File: src/rtl/inputc_param.sv
// ---------------------------------------------------------------------------
// inputc_param
// Router input channel: one physical input port carrying NVC virtual
// channels. Each VC owns a DEPTH-entry FIFO and a small packet FSM that
// latches the lookahead route (output port + downstream VC) from the head
// flit. A round-robin selector offers one switch request per cycle to the
// switch allocator; granted flits leave through a registered output stage
// and return a one-cycle credit upstream.
//
// Ports:
//   clk      - clock, all state changes on the rising edge
//   rst      - synchronous active-high reset
//   idata    - incoming flit
//   ivalid   - idata valid this cycle
//   ivch     - VC the incoming flit targets
//   ordy     - per VC, FIFO has a free slot
//   ocredit  - per VC, one-cycle pulse for every flit popped
//   olck     - per VC, VC is inside a packet (ACTIVE)
//   ovf      - sticky, a flit was dropped because its FIFO was full
//   idn_rdy  - downstream VC ready, bit p*NVC+v is port p / VC v
//   req      - switch request from the selected VC
//   port     - requested output port
//   ovch     - requested downstream VC
//   grt      - allocator grant for the current request
//   odata    - registered outgoing flit
//   ovalid   - odata valid
// ---------------------------------------------------------------------------
module inputc_param #(
    parameter int DATAW = 32,
    parameter int NVC   = 2,
    parameter int DEPTH = 4,
    parameter int NPORT = 5,
    localparam int VCW   = (NVC > 1) ? $clog2(NVC) : 1,
    localparam int PORTW = $clog2(NPORT)
) (
    input  logic                   clk,
    input  logic                   rst,
    input  logic [DATAW-1:0]       idata,
    input  logic                   ivalid,
    input  logic [VCW-1:0]         ivch,
    output logic [NVC-1:0]         ordy,
    output logic [NVC-1:0]         ocredit,
    output logic [NVC-1:0]         olck,
    output logic                   ovf,
    input  logic [NPORT*NVC-1:0]   idn_rdy,
    output logic                   req,
    output logic [PORTW-1:0]       port,
    output logic [VCW-1:0]         ovch,
    input  logic                   grt,
    output logic [DATAW-1:0]       odata,
    output logic                   ovalid
);

    localparam int AW = $clog2(DEPTH);
    localparam int CW = AW + 1;

    typedef enum logic {
        IDLE,
        ACTIVE
    } vc_state_t;

    vc_state_t        state  [NVC];
    logic [DATAW-1:0] mem    [NVC][DEPTH];
    logic [AW-1:0]    rd_ptr [NVC];
    logic [AW-1:0]    wr_ptr [NVC];
    logic [CW-1:0]    count  [NVC];
    logic [PORTW-1:0] rport  [NVC];
    logic [VCW-1:0]   rvch   [NVC];
    logic [VCW-1:0]   ptr;

    logic [DATAW-1:0] front  [NVC];
    logic [1:0]       ftype  [NVC];
    logic [NVC-1:0]   nonempty;
    logic [NVC-1:0]   is_head;
    logic [NVC-1:0]   eligible;
    logic [NVC-1:0]   push;
    logic [NVC-1:0]   pop;
    logic [VCW-1:0]   sel;
    logic             grant;
    logic             drop;

    // Per-VC status decoded from registered state. A VC is eligible only
    // when its latched route points at a real downstream VC that is ready;
    // a route outside the port/VC range is never eligible.
    always_comb begin
        for (int v = 0; v < NVC; v++) begin
            front[v]    = mem[v][rd_ptr[v]];
            ftype[v]    = front[v][DATAW-1 -: 2];
            nonempty[v] = (count[v] != '0);
            is_head[v]  = (ftype[v] == 2'b00) || (ftype[v] == 2'b01);
            ordy[v]     = (count[v] < CW'(DEPTH));
            olck[v]     = (state[v] == ACTIVE);
            eligible[v] = 1'b0;
            if (state[v] == ACTIVE && nonempty[v] &&
                int'(rport[v]) < NPORT && int'(rvch[v]) < NVC) begin
                eligible[v] = idn_rdy[int'(rport[v]) * NVC + int'(rvch[v])];
            end
        end
    end

    // Round-robin pick: scan from the VC after the last winner and take
    // the first eligible one.
    always_comb begin
        req = 1'b0;
        sel = '0;
        for (int i = 1; i <= NVC; i++) begin
            if (!req && eligible[(int'(ptr) + i) % NVC]) begin
                req = 1'b1;
                sel = VCW'((int'(ptr) + i) % NVC);
            end
        end
        port  = req ? rport[sel] : '0;
        ovch  = req ? rvch[sel]  : '0;
        grant = req && grt;
    end

    // Pops come from a granted VC or from discarding a stray body/tail that
    // reached the front of an idle VC. A push is accepted when there is room,
    // or when the full FIFO is popping in the same cycle.
    always_comb begin
        drop = 1'b0;
        for (int v = 0; v < NVC; v++) begin
            pop[v] = (grant && sel == VCW'(v)) ||
                     (state[v] == IDLE && nonempty[v] && !is_head[v]);
            push[v] = ivalid && (ivch == VCW'(v)) && (ordy[v] || pop[v]);
            if (ivalid && (ivch == VCW'(v)) && !ordy[v] && !pop[v]) begin
                drop = 1'b1;
            end
        end
    end

    // FIFO storage carries no reset; emptiness is tracked by the counters.
    always_ff @(posedge clk) begin
        for (int v = 0; v < NVC; v++) begin
            if (push[v]) begin
                mem[v][wr_ptr[v]] <= idata;
            end
        end
    end

    // FIFO pointers, per-VC packet FSMs, arbitration pointer and the
    // registered output stage. Credits are registered alongside odata so
    // they appear one cycle after the pop decision.
    always_ff @(posedge clk) begin
        if (rst) begin
            for (int v = 0; v < NVC; v++) begin
                state[v]  <= IDLE;
                rd_ptr[v] <= '0;
                wr_ptr[v] <= '0;
                count[v]  <= '0;
                rport[v]  <= '0;
                rvch[v]   <= '0;
            end
            ptr     <= VCW'(NVC - 1);
            ovf     <= 1'b0;
            odata   <= '0;
            ovalid  <= 1'b0;
            ocredit <= '0;
        end else begin
            for (int v = 0; v < NVC; v++) begin
                if (push[v]) begin
                    wr_ptr[v] <= wr_ptr[v] + AW'(1);
                end
                if (pop[v]) begin
                    rd_ptr[v] <= rd_ptr[v] + AW'(1);
                end
                case ({push[v], pop[v]})
                    2'b10:   count[v] <= count[v] + CW'(1);
                    2'b01:   count[v] <= count[v] - CW'(1);
                    default: count[v] <= count[v];
                endcase
                case (state[v])
                    IDLE: begin
                        if (nonempty[v] && is_head[v]) begin
                            rport[v] <= front[v][PORTW-1:0];
                            rvch[v]  <= front[v][PORTW+VCW-1:PORTW];
                            state[v] <= ACTIVE;
                        end
                    end
                    ACTIVE: begin
                        if (pop[v] && (ftype[v] == 2'b00 || ftype[v] == 2'b11)) begin
                            state[v] <= IDLE;
                        end
                    end
                    default: state[v] <= IDLE;
                endcase
            end
            if (drop) begin
                ovf <= 1'b1;
            end
            if (grant) begin
                ptr <= sel;
            end
            ovalid  <= grant;
            odata   <= grant ? front[sel] : '0;
            ocredit <= pop;
        end
    end

endmodule
File: config.mk
export PLATFORM = sky130hd
export DESIGN_NAME = inputc_param
export DESIGN_NICKNAME = d
export VERILOG_FILES = /design/src/rtl/inputc_param.sv
export SDC_FILE = /design/constraint.sdc
export NUM_CORES = 1
export LEC_CHECK = 0
export ABC_CLOCK_PERIOD_IN_PS = 10100
export CAP_MARGIN = 20
export CORE_MARGIN = 8
export CORE_UTILIZATION = 35
export DETAILED_ROUTE_END_ITERATION = 10
export REMOVE_ABC_BUFFERS = 1
export SLEW_MARGIN = 20
export SYNTH_ARGS = -nofsm -noshare
export SYNTH_HDL_FRONTEND = slang
export SYNTH_SLANG_ARGS = --single-unit
File: constraint.sdc
create_clock -name clk -period 10.1 [get_ports clk]
set_clock_uncertainty 0.15 [all_clocks]
set_input_delay 3.03 -clock clk [delete_from_list [all_inputs] [get_ports clk]]
set_output_delay 3.03 -clock clk [all_outputs]
set_load 0.01 [all_outputs]
; Word-level counts from Yosys, hierarchy flattened
; Memories as Yosys holds them, arrays and structs flattened.
; Cells that the tools add are included.
[word_totals]
ff_bits = 37
mem_bits_rw = 280
elab_cells = 232
memories = 7
[classes]
n_addsub = 12
order_cmp = 15
n_eq_ne = 8
n_mux = 106
bitwise = 30
n_reduce_logical = 49
[memory_table]
columns = name, depth, word_bits, rd, rd_ports_with_merged_regs, wr, line_no
row1 = mem, 2, 128, 2, 0, 1, 63  ; logic [DATAW-1:0] mem [NVC][DEPTH];
row2 = count, 2, 3, 2, 0, 2, 66  ; logic [CW-1:0] count [NVC];
row3 = rport, 2, 3, 3, 0, 2, 67  ; logic [PORTW-1:0] rport [NVC];
row4 = rd_ptr, 2, 2, 2, 0, 2, 64  ; logic [AW-1:0] rd_ptr [NVC];
row5 = wr_ptr, 2, 2, 2, 0, 2, 65  ; logic [AW-1:0] wr_ptr [NVC];
row6 = rvch, 2, 1, 3, 0, 2, 68  ; logic [VCW-1:0] rvch [NVC];
row7 = 1 more memories, n/a, n/a, n/a, n/a, n/a, n/a
[ops]
columns = op, count
row1 = 2-to-1 mux 128 bit, 4
row2 = 2-to-1 mux 32 bit, 9
row3 = binary-select mux 32 bit (select 2 bit), 2
row4 = demux 32 bit (select 2 bit), 2
row5 = OR reduction 128 bit, 1
row6 = 2-to-1 mux 1 bit, 74
row7 = 2-to-1 mux 3 bit, 9
row8 = logical AND 1 bit, 26
row9 = bitwise OR 1 bit, 18
row10 = >= comparator 3 bit (second input constant), 4
row11 = less-than comparator 3 bit (second input constant), 4
row12 = NOT 2 -> 3 bit, 4
row13 = adder 4 x 1 -> 5 bit, 2
row14 = less-than comparator 5 bit (second input constant), 2
row15 = adder 2 x 1 -> 2 bit (second input constant), 4
row16 = binary-select mux 1 bit (select 4 bit), 2
row17 = == test 2 x 1 -> 1 bit (second input constant), 4
row18 = == test 2 bit (second input constant), 4
row19 = logical OR 1 bit, 8
row20 = 2-to-1 mux 2 bit, 4
row21 = logical NOT 1 bit, 7
row22 = adder 3 x 1 -> 3 bit (second input constant), 2
row23 = less-than comparator 2 x 3 -> 1 bit (second input constant), 2
row24 = less-than comparator 3 x 1 -> 1 bit (second input constant), 2
row25 = other kinds (9), 20

; Logic depth before layout (Yosys ltp)
[depth]
ltp_word = 24
ltp_mapped = 15
mapped_depth_nobuf = 14

; Worst setup path before layout
; OpenSTA, ideal clock, no wires.
[synth_path]
kind = input port to output port
from = input port idn_rdy[9]
to = output port port[0]
arrival_ps = 4556
t_required_ps = 6920
setup_slack_ps = 2364
path_stages = 8
path_buffers = 2
cell_sequence = mux2i_1 o21a_1 or4_4 a21oi_4 buf_6 buf_8 mux2i_1 nor2_1
[synth_via]
elab_chain_len = 13
[synth_lines]
columns = element, line_no
row1 = start: declaration, 45  ; input logic [NPORT*NVC-1:0] idn_rdy,
row2 = binary-select mux 1 bit (select 4 bit), 96  ; eligible[v] = idn_rdy[int'(rport[v]) * NVC + int'(rvch[v])];
row3 = 2-to-1 mux 1 bit (not written as such) (2 in series), 96
row4 = 2-to-1 mux 1 bit, 94  ; if (state[v] == ACTIVE && nonempty[v] &&
row5 = 2-to-1 mux 1 bit (not written as such) (3 in series), 107  ; if (!req && eligible[(int'(ptr) + i) % NVC]) begin
row6 = 2-to-1 mux 1 bit, 107
row7 = logical NOT 1 bit, 107
row8 = logical AND 1 bit, 107
row9 = 2-to-1 mux 1 bit, 107
row10 = memory (2 x 3 bit), n/a
row11 = 2-to-1 mux 3 bit (*), 112  ; port = req ? rport[sel] : '0;
row12 = end: declaration, 47  ; output logic [PORTW-1:0] port,
; Every way passes the cells marked *; elsewhere a longest branch is shown, timed or not. The select of a mux whose other input is x is not followed.

; Worst setup path in the final report
[layout_path]
from = input port idn_rdy[8]
to = output port port[0]
; Same word-level chain as after synthesis.

==> impl_metrics.yaml <==
outcome:
  outcome: "finished, final reports clean"
sta:
  hold_viol: 0
  rsz0062_at_grt: "no"
  fin_ws_ns: 1.53
  setup_tns_ns: 0
  maxSlewHeadroom_pct: 27.0
  tightest_slew_ns: 1.09
  fin_crit_sh_pct: 84.8
  max_freq_mhz: 117
  slew_viol_final: 0
  fin_crit_ns: 8.57
  setup_violations: 0
global_routing:
  grt_overflow_total: 0
  grt_pass1_wl_microns: 39800
  grt_usage_pct: 12.5
  grt_max_degree: 35
  antenna_found_initial: 2
  grt_pass1_vias: 6531
drt:
  drtIter0Drc: 304
  viasPerCell: 4.96
  met1_length_microns: 12100
  ant_nets: 0
  drt_wl_total_microns: 26300
  detail_route.wl_per_cell_microns: 20.9
  drt_first_pass_iters: 4
  top_layer: "met5"
  dr_total_vias: 6220
  drc_errors: 0
  dr_wl_met3_microns: 1390
  met2_length_microns: 12300
power_and_ir_drop:
  peakVddDrop_uv: 137
  power_mw: 3.92
  p_per_area_nw_per_um2: 262
  p_leak_nw: 4.83
critical_path:
  startpoint: "idn_rdy[8]"
  cpMaxStageDelayCell: "or4_4"
  cp_max_fo: 6
  crit_path_end_kind: "output port"
  timing.rr.start: "count[1][2]$_DFFE_PP_"
  worstPathArrival_ns: 5.39
  worst-setup-path-type: "in2out"
  crit_chain: "clkdlybuf4s50_1 > mux2i_1 > o21a_1 > or4_4 > a21oi_4 > mux2i_1 > nor2_1 > clkdlybuf4s50_1"
  required_ns: 6.92
  cp_top_family: "buffers and inverters"
  crit_path_start_kind: "primary input"
  crit_buf_inv: 2
  crit_path_max_incr_delay_ns: 0.58
synthesis:
  synth_seq_area_share_pct: 73.2
  syn_inst: 666
  syn_area_per_cell_sq_um: 18.7
  synth_adder_area_share_pct: 2.06
  synth_area_sq_um: 12500
  yosysUniqueCellTypes: 56
  synth_seq_cells: 317
  synth_top_family_by_area: "multiplexers"
  synth_xor_area_share_pct: 0.210
  synthSimpleGateAreaFrac_pct: 3.97
  async_flop_share_pct: 0
  ys_warn_count: 0
  synthTopCellsByArea: "edfxtp_1 (67%), mux4_2 (12%), dfxtp_1 (6.1%)"
  synthFlopType: "edfxtp_1"
  synthMuxAreaShare_pct: 15.4
  synth_edf_count: 279
  synth_area_leader_cell: "edfxtp_1"
  yosys.area.top_type_share_pct: 67.1
  synth_compound_area_share_pct: 2.78
clock_network:
  cts_resized: 0
  cts_buffer_depth: 3
  numCtsBuffers: 34
  path_clk_slew_ns: 0.06
  post_cts_buffers: 0
  clock_sinks: 317
  clockRootBuffer: "clkbuf_16"
  cts_max_level: 2
  tritoncts: "done"
  hold_buffers: 0
  clock_latency_ns: 0.51
die:
  core_area_sq_um: 35300
  num_rows: 69
  initial_core_util_pct: 35.4
  die_w_microns: 205
  die-area_sq_um: 42000
  boundaryPins: 92
  die-height_microns: 205
placed_design:
  pre_cts_ws_ns: 1.54
  place.gp.congestion: 0.777
  port_buffers: 91
  dp_hpwl_microns: 14500
final_layout:
  area_delta_synth_final_pct: 19.8
  fin_nets: 834
  fillerInstances: 3095
  drive_gt1_share_pct: 18.0
hold_path:
  min-delay-start: "ovf$_SDFFE_PP0P_"
  hold_class: "reg2reg"
flow_run:
  drv_cap: 0
[cells in the mapped netlist (all sizes together), types with 2 or more instances]
| cell type | count |
|---|---|
| edfxtp | 279 |
| mux4 | 64 |
| nor2 | 50 |
| mux2i | 41 |
| dfxtp | 38 |
| inv | 27 |
| ha | 19 |
| buf | 18 |
| clkbuf | 18 |
| a211oi | 10 |
| a21oi | 10 |
| nand2 | 10 |
| nor2b | 9 |
| nor3 | 9 |
| o21ai | 9 |
| nand3 | 7 |
| mux2 | 6 |
| and2 | 5 |
| nand2b | 4 |
| or2 | 4 |
| a31oi | 3 |
| a22oi | 2 |
| nor4 | 2 |
| xnor2 | 2 |
[area by class of cell]
class | instances | area, sq um | share of cell area [%]
well taps | 461 | 577 | 3.86
multi-input cells | 286 | 3100 | 20.8
inverters | 27 | 101 | 0.678
clock buffers | 54 | 977 | 6.54
diodes | 1 | 2.50 | 0.0167
repair buffers | 101 | 986 | 6.59
flip-flops and latches | 317 | 9140 | 61.1
clock inverters | 8 | 67.6 | 0.452
[sequential cells by signal (all words and copies together), names as in the netlist]
| register | count |
|---|---|
| mem | 256 |
| rd_ptr | 4 |
| ocredit | 2 |
| ptr | 1 |
| ovalid | 1 |
| rvch | 2 |
| count | 6 |
| odata | 32 |
| state | 2 |
| rport | 6 |
| ovf | 1 |
| wr_ptr | 4 |
[through the flow]
step | utilization [%] | hold WS (ns) | cells | instance area, sq um
CTS | 42.3 | 0.353 | 1254 | 14900
finish | 42.3 | 0.354 | 1255 | 15000
detailed placement | 39.4 | 0.340 | 1192 | 13900
global route | 42.3 | 0.372 | 1255 | 15000
floorplan | - | 0.380 | 630 | 12300
global placement | 39.4 | 0.334 | 1192 | 13900
[cell families (layout without fill, tap and decap cells)]
group           Yosys count  count (layout)
xor+xnor                  3               3
buf+inv                  63             190
fa+ha+maj                20              20
mux                     111             111
compound gates           47              47
other cells               0               1
simple gates            105             105
flops                   317             317
[metal layers]
metal	global-route usage, %	up-vias
met5	0	-
met4	3.52	2
met3	2.86	42
met2	19.8	147
met1	17.1	3215
li1	-	2814
[report_power, final]
part	leakage [nW]	switching (mW)	internal (mW)
registers	2.87	0.0808	1.60
clock network	0.509	0.490	0.670
logic	1.46	0.583	0.497
[final timing paths]
path,cells after the start,end,slack [ns]
max reg2reg,11,count[1][2]$_DFFE_PP_,4.80
min,1,ovf$_SDFFE_PP0P_,0.35
max,8,port[0],1.53
min reg2reg,1,ovf$_SDFFE_PP0P_,0.35
[cells in the final DEF, fill, tap and decap left out, types with 9 or more instances in the layout]
master           count
a211oi_1             9
buf_4               10
clkbuf_1            16
clkbuf_16           35
clkdlybuf4s50_1     91
dfxtp_1             38
edfxtp_1           279
ha_1                19
inv_1               27
mux2i_1             41
mux4_2              64
nand2_1             10
nor2_1              50
nor2b_1              9
nor3_1               9
(Power assumes the default switching activity.)
